**src/rtl/mio_uart_tx.sv**
```systemverilog
// mio_uart_tx: MIO bus UART transmitter.
// Bytes written to DATA are queued in a small FIFO and sent as 8N1 frames,
// LSB first, with a per-frame baud divisor latched at the start bit.
module mio_uart_tx #(
   parameter int          FIFO_DEPTH = 8,
   parameter logic [15:0] DIV_RESET  = 16'd868
) (
   input  logic        clk,
   input  logic        rst,
   input  logic        EN,
   input  logic [1:0]  addr,
   input  logic [31:0] P_Data,
   output logic [31:0] rdata,
   output logic        tx,
   output logic        tx_busy,
   output logic        fifo_full,
   output logic        irq
);

   localparam int AW = (FIFO_DEPTH > 1) ? $clog2(FIFO_DEPTH) : 1;
   localparam int CW = AW + 1;

   typedef enum logic [1:0] {IDLE, START, DATA, STOP} state_t;

   logic [7:0]    mem [FIFO_DEPTH];
   logic [AW-1:0] wptr, rptr;
   logic [CW-1:0] count;
   logic          overflow;
   logic [15:0]   div, act_div, baud_cnt;
   logic [2:0]    bit_idx;
   logic [7:0]    shreg;
   state_t        state;

   logic empty, full, push_req, push, pop, baud_end;
   logic [3:0] cnt4;
   logic unused_pdata;

   assign empty     = (count == '0);
   assign full      = (count == CW'(FIFO_DEPTH));
   assign baud_end  = (baud_cnt == act_div - 16'd1);
   // Head is consumed either when idle or exactly at the end of a stop bit,
   // which gives back-to-back frames with no idle cycle in between.
   assign pop       = !empty && ((state == IDLE) || (state == STOP && baud_end));
   assign push_req  = EN && (addr == 2'd0);
   assign push      = push_req && (!full || pop);
   assign cnt4      = 4'(count);
   assign fifo_full = full;
   assign irq       = empty && !tx_busy;
   assign unused_pdata = ^P_Data[31:16];

   // Register read mux, combinational on addr.
   always_comb begin
      rdata = 32'h0;
      case (addr)
         2'd1:    rdata = {20'b0, cnt4, 4'b0, overflow, empty, full, tx_busy};
         2'd2:    rdata = {16'b0, div};
         default: rdata = 32'h0;
      endcase
   end

   // FIFO storage; contents need no reset since count gates every read.
   always_ff @(posedge clk) begin
      if (push) mem[wptr] <= P_Data[7:0];
   end

   // FIFO pointers, occupancy, sticky overflow and the divisor register.
   always_ff @(posedge clk or posedge rst) begin
      if (rst) begin
         wptr     <= '0;
         rptr     <= '0;
         count    <= '0;
         overflow <= 1'b0;
         div      <= DIV_RESET;
      end else begin
         if (push) wptr <= wptr + 1'b1;
         if (pop)  rptr <= rptr + 1'b1;
         case ({push, pop})
            2'b10:   count <= count + 1'b1;
            2'b01:   count <= count - 1'b1;
            default: count <= count;
         endcase
         if (push_req && full && !pop)
            overflow <= 1'b1;
         else if (EN && addr == 2'd1)
            overflow <= 1'b0;
         if (EN && addr == 2'd2)
            div <= (P_Data[15:0] == 16'd0) ? 16'd1 : P_Data[15:0];
      end
   end

   // Frame sequencer: tx and tx_busy are registered here only.
   always_ff @(posedge clk or posedge rst) begin
      if (rst) begin
         state    <= IDLE;
         tx       <= 1'b1;
         tx_busy  <= 1'b0;
         baud_cnt <= '0;
         bit_idx  <= '0;
         shreg    <= '0;
         act_div  <= DIV_RESET;
      end else begin
         case (state)
            IDLE: begin
               if (pop) begin
                  shreg    <= mem[rptr];
                  act_div  <= div;
                  baud_cnt <= '0;
                  bit_idx  <= '0;
                  tx       <= 1'b0;
                  tx_busy  <= 1'b1;
                  state    <= START;
               end
            end
            START: begin
               if (baud_end) begin
                  baud_cnt <= '0;
                  bit_idx  <= '0;
                  tx       <= shreg[0];
                  state    <= DATA;
               end else begin
                  baud_cnt <= baud_cnt + 16'd1;
               end
            end
            DATA: begin
               if (baud_end) begin
                  baud_cnt <= '0;
                  if (bit_idx == 3'd7) begin
                     tx    <= 1'b1;
                     state <= STOP;
                  end else begin
                     bit_idx <= bit_idx + 3'd1;
                     tx      <= shreg[bit_idx + 3'd1];
                  end
               end else begin
                  baud_cnt <= baud_cnt + 16'd1;
               end
            end
            STOP: begin
               if (baud_end) begin
                  baud_cnt <= '0;
                  if (pop) begin
                     shreg   <= mem[rptr];
                     act_div <= div;
                     bit_idx <= '0;
                     tx      <= 1'b0;
                     state   <= START;
                  end else begin
                     tx_busy <= 1'b0;
                     state   <= IDLE;
                  end
               end else begin
                  baud_cnt <= baud_cnt + 16'd1;
               end
            end
            default: state <= IDLE;
         endcase
      end
   end

endmodule
```
**config.mk**
```make
export PLATFORM = sky130hd
export DESIGN_NAME = mio_uart_tx
export DESIGN_NICKNAME = d
export VERILOG_FILES = /design/src/rtl/mio_uart_tx.sv
export SDC_FILE = /design/constraint.sdc
export NUM_CORES = 1
export LEC_CHECK = 0
export ABC_CLOCK_PERIOD_IN_PS = 4720
export CORE_UTILIZATION = 29
export CTS_CLUSTER_SIZE = 40
export DETAILED_ROUTE_END_ITERATION = 6
export DONT_BUFFER_PORTS = 1
export PLACE_DENSITY = 0.4
export SLEW_MARGIN = 25
export SYNTH_ARGS = -nofsm -noshare
export SYNTH_HDL_FRONTEND = slang
export SYNTH_SLANG_ARGS = --single-unit
```
**constraint.sdc**
```tcl
create_clock -name clk -period 4.72 [get_ports clk]
set_clock_uncertainty 0.05 [all_clocks]
set_input_delay 0.944 -clock clk [delete_from_list [all_inputs] [get_ports clk]]
set_output_delay 0.944 -clock clk [all_outputs]
set_load 0.1 [all_outputs]
```
==> After elaboration in Yosys (flattened, before gate mapping) <==
Memory sizes are Yosys's and may differ from the RTL's.
Cells that the tools add are included.
{ "totals": {"register_bits": 74, "latch_bits": 0, "ramBits": 64, "mem_bits_ro": 0, "input_bits": 37, "elab_cells": 107, "mem_count": 1} }
{ "mem_list": {"columns": ["name", "words", "word_bits", "rd", "rd_ports_with_merged_regs", "write_ports", "line_no", "rtl"], "rows": [
  ["mem", 8, 8, 1, 0, 1, "25", "logic [7:0] mem [FIFO_DEPTH];"]
]} }
{ "op_classes": {"n_addsub": 7, "mul": 0, "div": 0, "order_cmp": 1, "n_eq_ne": 17, "shifts": 0, "mux": 41, "bitwise": 0, "n_reduce_logical": 28} }
{ "ops": {"columns": ["op", "count"], "rows": [
  ["one-hot mux 16 bit (2 select lines)", 3],
  ["2-to-1 mux 16 bit", 5],
  ["adder 16 x 1 -> 16 bit (second input constant)", 1],
  ["equality test 16 bit", 1],
  ["logical NOT 16 bit", 1],
  ["2-to-1 mux 8 bit", 2],
  ["one-hot mux 8 bit (2 select lines)", 1],
  ["subtractor 16 x 1 -> 16 bit (second input constant)", 1],
  ["2-to-1 mux 3 bit", 5],
  ["2-to-1 mux 1 bit", 14],
  ["inequality test 2 bit (second input constant)", 7],
  ["one-hot mux 3 bit (4 select lines)", 1],
  ["2-to-1 mux 2 bit", 5],
  ["adder 3 x 1 -> 3 bit (second input constant)", 3],
  ["logical AND 1 bit", 9],
  ["equality test 2 bit (second input constant)", 4],
  ["one-hot mux 2 bit (4 select lines)", 1],
  ["one-hot mux 4 bit (2 select lines)", 1],
  ["AND reduction 4 bit", 2],
  ["equality test 2 x 1 -> 1 bit (second input constant)", 3],
  ["nonzero test 2 bit", 3],
  ["AND reduction 5 bit", 1],
  ["adder 4 x 1 -> 4 bit (second input constant)", 1],
  ["equality test 4 bit (second input constant)", 1],
  ["13 further kinds", 18]
]} }

==> Longest topological paths before layout <==
Gate-level depths: netlist (run 1).
{ "depth": {"word_depth": 9, "depth_mapped": 16} }

==> Worst setup path before layout (run 1) <==
OpenSTA, ideal clock, no wires.
{ "synth_timing": {"path_kind": "reg-to-output", "startpoint": "register count[0], in the netlist cnt4[0]", "endpoint": "output port rdata[1]", "arrival_ps": 3213, "required_time_ps": 3726, "path_slack_ps": 513, "stages_incl_launch_ff": 6, "cell_sequence": "dfrtp_1 > clkbuf_1 > nor3_1 > and2_1 > a22oi_1 > nor2b_1"} }
{ "synth_between": {"elab_chain_len": 2} }
{ "synth_lines": {"columns": ["item", "line_no", "rtl"], "rows": [
  ["start, declared", "27", "logic [CW-1:0] count;"],
  ["start signal, assigned", "78", "2'b10: count <= count + 1'b1;"],
  ["start signal, assigned", "79", "2'b01: count <= count - 1'b1;"],
  ["start signal, assigned", "80", "default: count <= count;"],
  ["equality test 4 bit", "39", "assign full = (count == CW'(FIFO_DEPTH));"],
  ["net fifo_full", "16", "output logic fifo_full,"],
  ["one-hot mux 16 bit (2 select lines)", "54", "case (addr)"],
  ["end, declared", "13", "output logic [31:0] rdata,"]
]} }
The timed path passes the listed nets, and every way through them passes these cells.

==> Final worst setup path (run 1) <==
{ "layout_timing": {"startpoint": "register act_div[0]", "endpoint": "register count[2], in the netlist cnt4[2]"} }
{ "layout_between": {"elab_chain_len": 9} }
{ "layout_lines": {"columns": ["item", "line_no", "rtl"], "rows": [
  ["start, declared", "29", "logic [15:0] div, act_div, baud_cnt;"],
  ["start signal, assigned", "106", "act_div <= div;"],
  ["start signal, assigned", "143", "act_div <= div;"],
  ["subtractor 16 x 1 -> 16 bit (*)", "40", "assign baud_end = (baud_cnt == act_div - 16'd1);"],
  ["equality test 16 bit (*)", "40", null],
  ["logical AND 1 bit (*)", "43", "assign pop = !empty && ((state == IDLE) || (state == STOP && baud_end));"],
  ["logical OR 1 bit (*)", "43", null],
  ["logical AND 1 bit (*)", "43", null],
  ["logical OR 1 bit", "45", "assign push = push_req && (!full || pop);"],
  ["logical AND 1 bit", "45", null],
  ["equality test 2 x 1 -> 1 bit or equality test 2 bit (tied branches)", "77", "case ({push, pop})"],
  ["one-hot mux 4 bit (2 select lines) or nonzero test 2 bit (tied branches)", null, null]
]} }
Every way passes the cells marked *; elsewhere a longest branch is shown, timed or not.
A chain may end at the register's enable or synchronous reset.

==> results of run 1 <==
[cell usage in the layout (no fill, tap or decap), drive strengths merged, types with 3 or more instances in the layout]
cell,count
clkinv,8
clkbuf,17
nor4,12
conb,16
mux2,35
a21oi,20
dfrtp,63
xnor2,22
nor2,24
inv,19
mux2i,9
nor3,13
edfxtp,64
nor3b,4
nand3,4
xor2,9
nand2b,12
and3,10
a22oi,9
ha,15
nor2b,11
buf,22
nand4,3
mux4,18
or3,7
dfstp,11
o21ai,41
and2,11
nand2,43
a31oi,3
[power by group]
group,internal (mW),leakage [nW],total [mW],switching (mW)
Clock,0.724,0.300,1.36,0.639
Sequential,1.51,1.47,1.89,0.376
Combinational,0.671,1.17,1.54,0.866
Total,2.91,2.94,4.79,1.88
[logic make-up (layout without fill, tap and decap cells)]
group | Yosys count | in the layout
and+or+nand+nor | 162 | 162
DFF | 138 | 138
AOI/OAI and AO/OA | 96 | 96
muxes | 62 | 62
buffers and inverters | 53 | 66
xor gates and xnor gates | 31 | 31
adders and majority gates | 15 | 15
other | 1 | 16
[routing by layer]
metal | global-route usage [%] | wire (um) | up-vias
li1 | - | - | 2066
met3 | 3.44 | 683 | 18
met2 | 21.9 | 7380 | 97
met1 | 19.3 | 7650 | 2220
met4 | 4.90 | 291 | 0
met5 | 0 | 0 | -
[metrics by stage]
step           std cells  power, mW
2_1_floorplan        573       3.06
5_1_grt              899       5.10
6_report             899       4.79
4_1_cts              899       4.84
3_3_place_gp         867       3.43
3_5_place_dp         867       3.46
[area by class of cell]
class | count | area [um2] | share of cell area, %
flip-flops and latches | 138 | 3790 | 47.9
clock buffers | 17 | 425 | 5.38
multi-input cells | 382 | 2890 | 36.6
well taps | 313 | 392 | 4.96
inverters | 12 | 46.3 | 0.586
repair buffers | 22 | 165 | 2.09
clock inverters | 15 | 191 | 2.42
[state kept, by name, indices dropped and copies added, names as in the netlist]
| register | flops |
|---|---|
| cnt4 | 4 |
| mem | 64 |
| shreg | 8 |
| div | 16 |
| baud_cnt | 16 |
| rptr | 3 |
| act_div | 16 |
| overflow | 1 |
| wptr | 3 |
| bit_idx | 3 |
| tx_busy | 1 |
| state | 2 |
| tx | 1 |
[worst max-delay path, delay by kind of cell, from the launching register on]
| family | cells | cell delay, ns |
|---|---|---|
| and+or+nand+nor | 7 | 2.07 |
| DFF | 1 | 0.44 |
| AOI/OAI and AO/OA | 3 | 0.50 |
| xor gates and xnor gates | 2 | 0.29 |
| buffers and inverters | 1 | 0.11 |
| adders and majority gates | 2 | 0.46 |
[cell usage after synthesis, drive strengths merged (15+ instances only)]
cell type and instances:
nand2 43, dfrtp 63, xnor2 22, mux4 18
clkbuf 17, mux2 35, edfxtp 64, nor2 24
o21ai 41, ha 15, a21oi 20, buf 24
[worst max path at each step]
stage	endpoint	slack, ns	cells after the start
detailed placement	mem[6][2]	0.66	12
CTS	mem[6][5]	0.64	12
global placement	mem[6][1]	0.72	12
floorplan	rdata[1]	0.51	5
global route	mem[5][5]	0.28	12
finish	cnt4[2]	0.70	15
==> reports/results.ini, run 1 <==
[placed_design]
place_area_um2 = 7280
port_buffers = 0
globalplace.congestion = 0.802
pre_cts_ws_ns = 0.661
dpl.hpwl_um = 11600

[synthesis]
synth.area.top_cells = edfxtp_1, dfrtp_1, mux4_2
synthDistinctLibCells = 60
yosysTopAreaCell = edfxtp_1
synth-simple-area-share_pct = 12.6
seq_area_frac_synth_pct = 55.2
synth_ff_type = edfxtp_1
synth_area_um2 = 6860
ys_ff_latch = 138
synth-compound-area-share_pct = 8.68
syn_area_per_cell_um2 = 12.3
synth_adder_area_share_pct = 2.73
synth_xor_xnor_area_share_pct = 3.96
synth_edf_count = 64
postSynth.asyncResetShare_pct = 53.6
synthCells = 558
yosys_warnings = 0
synth_top_area_share_pct = 28.0
synth_top_family_by_area = multiplexers
synthMuxAreaShare_pct = 13.0

[global_routing]
antenna_found_initial = 0
grt_overflow_total = 0
track_usage_pct = 14.2
grt_pass1_wl_um = 25500
grt_pass1_vias = 4383
grt_start_max_net_pins = 41

[timing]
fin_ws_ns = 0.698
tightest_slew_ns = 1.07
final_hold_viol_count = 0
setup_viol = 0
slew_violations = 0
slew_headroom_pct = 28.4
fin_crit_ns = 4.02
tns_ns = 0
fin_crit_sh_pct = 85.2
hold-worst-slack_ns = 0.455
fmax_ghz = 0.249
grt_setup_unrepaired = false

[floorplan]
initial_utilization_pct = 29.9
ios = 73
fp.dieW_um = 156
fp.dieH_um = 156
num_rows = 55
dieArea_um2 = 24300
core_area_um2 = 22900

[finish]
final_util_pct = 34.5
insertedDiodeCount = 0
area_delta_synth_final_pct = 15.1
num-fill-cells = 2252
final_layout_size_suffix_gt1_share_pct = 20.1
fin_nets = 625
fin_area_um2 = 7900

[clock_network]
hold_buffers = 0
post_cts_resized = 0
clock_latency_ns = 0.43
postCtsSetupBuffers = 0
clock_sinks = 138
numCtsBuffers = 17
h-tree-depth = 4
cts.clk_slew.worst_paths_ns = 0.07
max-clock-path-buffers = 2
cts_tree = yes
clockRootBuffer = clkbuf_16

[min_path]
hp-class = in -> async

[setup_path]
cpMaxStageDelayCell = or4b_1
cp_max_fo = 7
startpoint = act_div[0]
r2r-end = cnt4[2]
worstSetupPathType = reg -> reg
arrival_ns = 4.28
ff2ff_path_depth = 15
worstPathCellList = inv_1, ha_1, or4b_1, nor2_1, a31o_2, and4_1, and4_1, a21oi_1, nor2_1, nand2_1, xnor2_1, ha_1, nor3_1, a22oi_1, xnor2_1
slowest_delay_ns = 0.62
timing.rr.start = act_div[0]
worstPathRequired_ns = 4.98
worstSetupStartpointType = flip-flop
r2r_setup_slack_ns = 0.70
end_kind = flip-flop

[detailed_routing]
wl_um = 16000
dr.pass1.iters = 7
vias = 4401
drtIter0Drc = 230
drt-vias-per-instance = 4.90
postRouteAntennaNets = 0
drc_errors = 0
wl_per_cell_um = 17.8

[pwr]
p_leak_nw = 2.94
power.density_nw_per_um2 = 606
irDropWorstVdd_uv = 231

[status]
run_status = complete, no violations

[run]
drv_cap = 0

No activity file was read; power rests on OpenSTA's default activity.
==> inputs of run 2 (changes only) <==
--- a/config.mk
+++ b/config.mk
@@ -5,7 +5,7 @@
 export SDC_FILE = /design/constraint.sdc
 export NUM_CORES = 1
 export LEC_CHECK = 0
-export ABC_CLOCK_PERIOD_IN_PS = 4720
+export ABC_CLOCK_PERIOD_IN_PS = 4400
 export CORE_UTILIZATION = 29
 export CTS_CLUSTER_SIZE = 40
 export DETAILED_ROUTE_END_ITERATION = 6
==> constraint.sdc (replaced) <==
create_clock -name clk -period 4.4 [get_ports clk]
set_clock_uncertainty 0.05 [all_clocks]
set_input_delay 0.88 -clock clk [delete_from_list [all_inputs] [get_ports clk]]
set_output_delay 0.88 -clock clk [all_outputs]
set_load 0.1 [all_outputs]
==> run 2 against run 1 <==
Critical path depth unchanged. Combinational power increased by 12%. Power rose by 8.0%. Cell count rose by 1.2%. Register-to-register slack worse by 0.23 ns. Setup slack got worse by 0.23 ns. Die area stayed put. Critical path type unchanged. Critical endpoint unchanged. Largest cell class unchanged.
==> reports/results.ini, run 2 (synthesis gave the netlist of run 1 again) <==
[finish]
largest_register_ffs = 64
num-fill-cells = 2248
final_common_cell = edfxtp_1
final_cells = 910
final_cell_mix = edfxtp_1, dfrtp_1, nand2_1
fin_nets = 636
multiInputGateArea_um2 = 2890
final_layout_size_suffix_gt1_share_pct = 21.4
area_delta_synth_final_pct = 16.3
seqCellArea_um2 = 3790
insertedDiodeCount = 0
top_register = mem
fin_area_um2 = 7980

[detailed_routing]
postRouteAntennaNets = 0
wl_per_cell_um = 17.9
dr.pass1.iters = 4
wl_met3_um = 625
top_layer = met4
wl_um = 16300
drc_errors = 0
route.met2.wl_um = 7570
drt-vias-per-instance = 4.84
wl_met1_um = 7920
drtIter0Drc = 257
vias = 4403

[pwr]
p_total_mw = 5.17
p_leak_nw = 3.00
irDropWorstVdd_uv = 264
power.density_nw_per_um2 = 648

[timing]
final_hold_viol_count = 0
setup_viol = 0
fin_crit_sh_pct = 89.3
slew_violations = 0
grt_setup_unrepaired = false
slew_headroom_pct = 40.1
fin_crit_ns = 3.93
fmax_ghz = 0.254
tns_ns = 0
tightest_slew_ns = 0.899

[placed_design]
dpl.hpwl_um = 11600
port_buffers = 0
dp.cells = 878
globalplace.congestion = 0.782
place_area_um2 = 7370

[setup_path]
cp_max_fo = 7
arrival_ns = 4.17
worstSetupStartpointType = flip-flop
worstSetupPathType = reg -> reg
worstPathRequired_ns = 4.64
end_kind = flip-flop

[floorplan]
num_rows = 55
core_area_um2 = 22900
fp.dieW_um = 156
ios = 73
dieArea_um2 = 24300
fp.dieH_um = 156
initial_utilization_pct = 29.9

[run]
drv_cap = 0

[clock_network]
clock_sinks = 138
clock_latency_ns = 0.42
h-tree-depth = 4
cts_tree = yes
hold_buffers = 0
postCtsSetupBuffers = 0
max-clock-path-buffers = 2
cts.clk_slew.worst_paths_ns = 0.07
post_cts_resized = 0
numCtsBuffers = 17
clockRootBuffer = clkbuf_16

[min_path]
hp-class = in -> async

[global_routing]
grt_overflow_total = 0
antenna_found_initial = 0
grt_pass1_wl_um = 25500
grt_start_max_net_pins = 56
grt_pass1_vias = 4410
track_usage_pct = 14.1

[status]
run_status = complete, no violations

[run 2: cell count changes in the layout (fill, tap and decap cells not counted), sizes merged]
cell	delta
buf	+11
clkinv	-3
inv	+3
[run 2: critical path, cell delays in order, from the launching register on]
cell       delay [ns]
dfrtp_1          0.43
inv_1            0.10
ha_1             0.27
or4b_1           0.62
a2111oi_2        0.34
a41oi_1          0.08
a2bb2oi_1        0.20
nor4_1           0.26
a21oi_1          0.17
nor2_1           0.39
nand2_1          0.13
xnor2_1          0.14
ha_1             0.20
nor3_1           0.17
a22oi_1          0.10
xnor2_1          0.15
[run 2: layout make-up]
class,instances,share of cell area (%)
Clock buffer,17,5.33
Clock inverter,15,2.34
Inverter,12,0.596
Multi-Input combinational cell,382,36.3
Sequential cell,138,47.5
Tap cell,313,4.91
Timing Repair Buffer,33,3.10
[run 2: worst paths after layout]
check | startpoint | depth (start not counted) | to | slack [ns]
worst max-delay path | act_div[0] | 15 | cnt4[2] | 0.47
worst min-delay path | rst | 1 | bit_idx[0] | 0.42
worst max register to register | act_div[0] | 15 | cnt4[2] | 0.47
worst min register to register | overflow | 1 | overflow | 0.45
max in group asynchronous | rst | 2 | div[5] | 3.06
min in group clk | overflow | 1 | overflow | 0.45
[run 2: per-layer routing]
metal / vias up / track usage, %
met4: 0 / 3.87
met3: 13 / 3.47
met1: 2217 / 19.2
met2: 86 / 22.2
met5: - / 0
li1: 2087 / -
[run 2: where the power goes]
part           internal [mW]  switching, mW
registers               1.62          0.371
clock network          0.779          0.681
logic                  0.741          0.976
[run 2: per-stage QoR]
step	worst slack (ns)	util, %	hold slack [ns]
after floorplan	0.257	-	0.407
after global placement	0.545	32.1	0.434
after detailed placement	0.482	32.1	0.437
after CTS	0.477	34.8	0.452
after global routing	0.0996	34.8	0.462
final	0.470	34.8	0.416
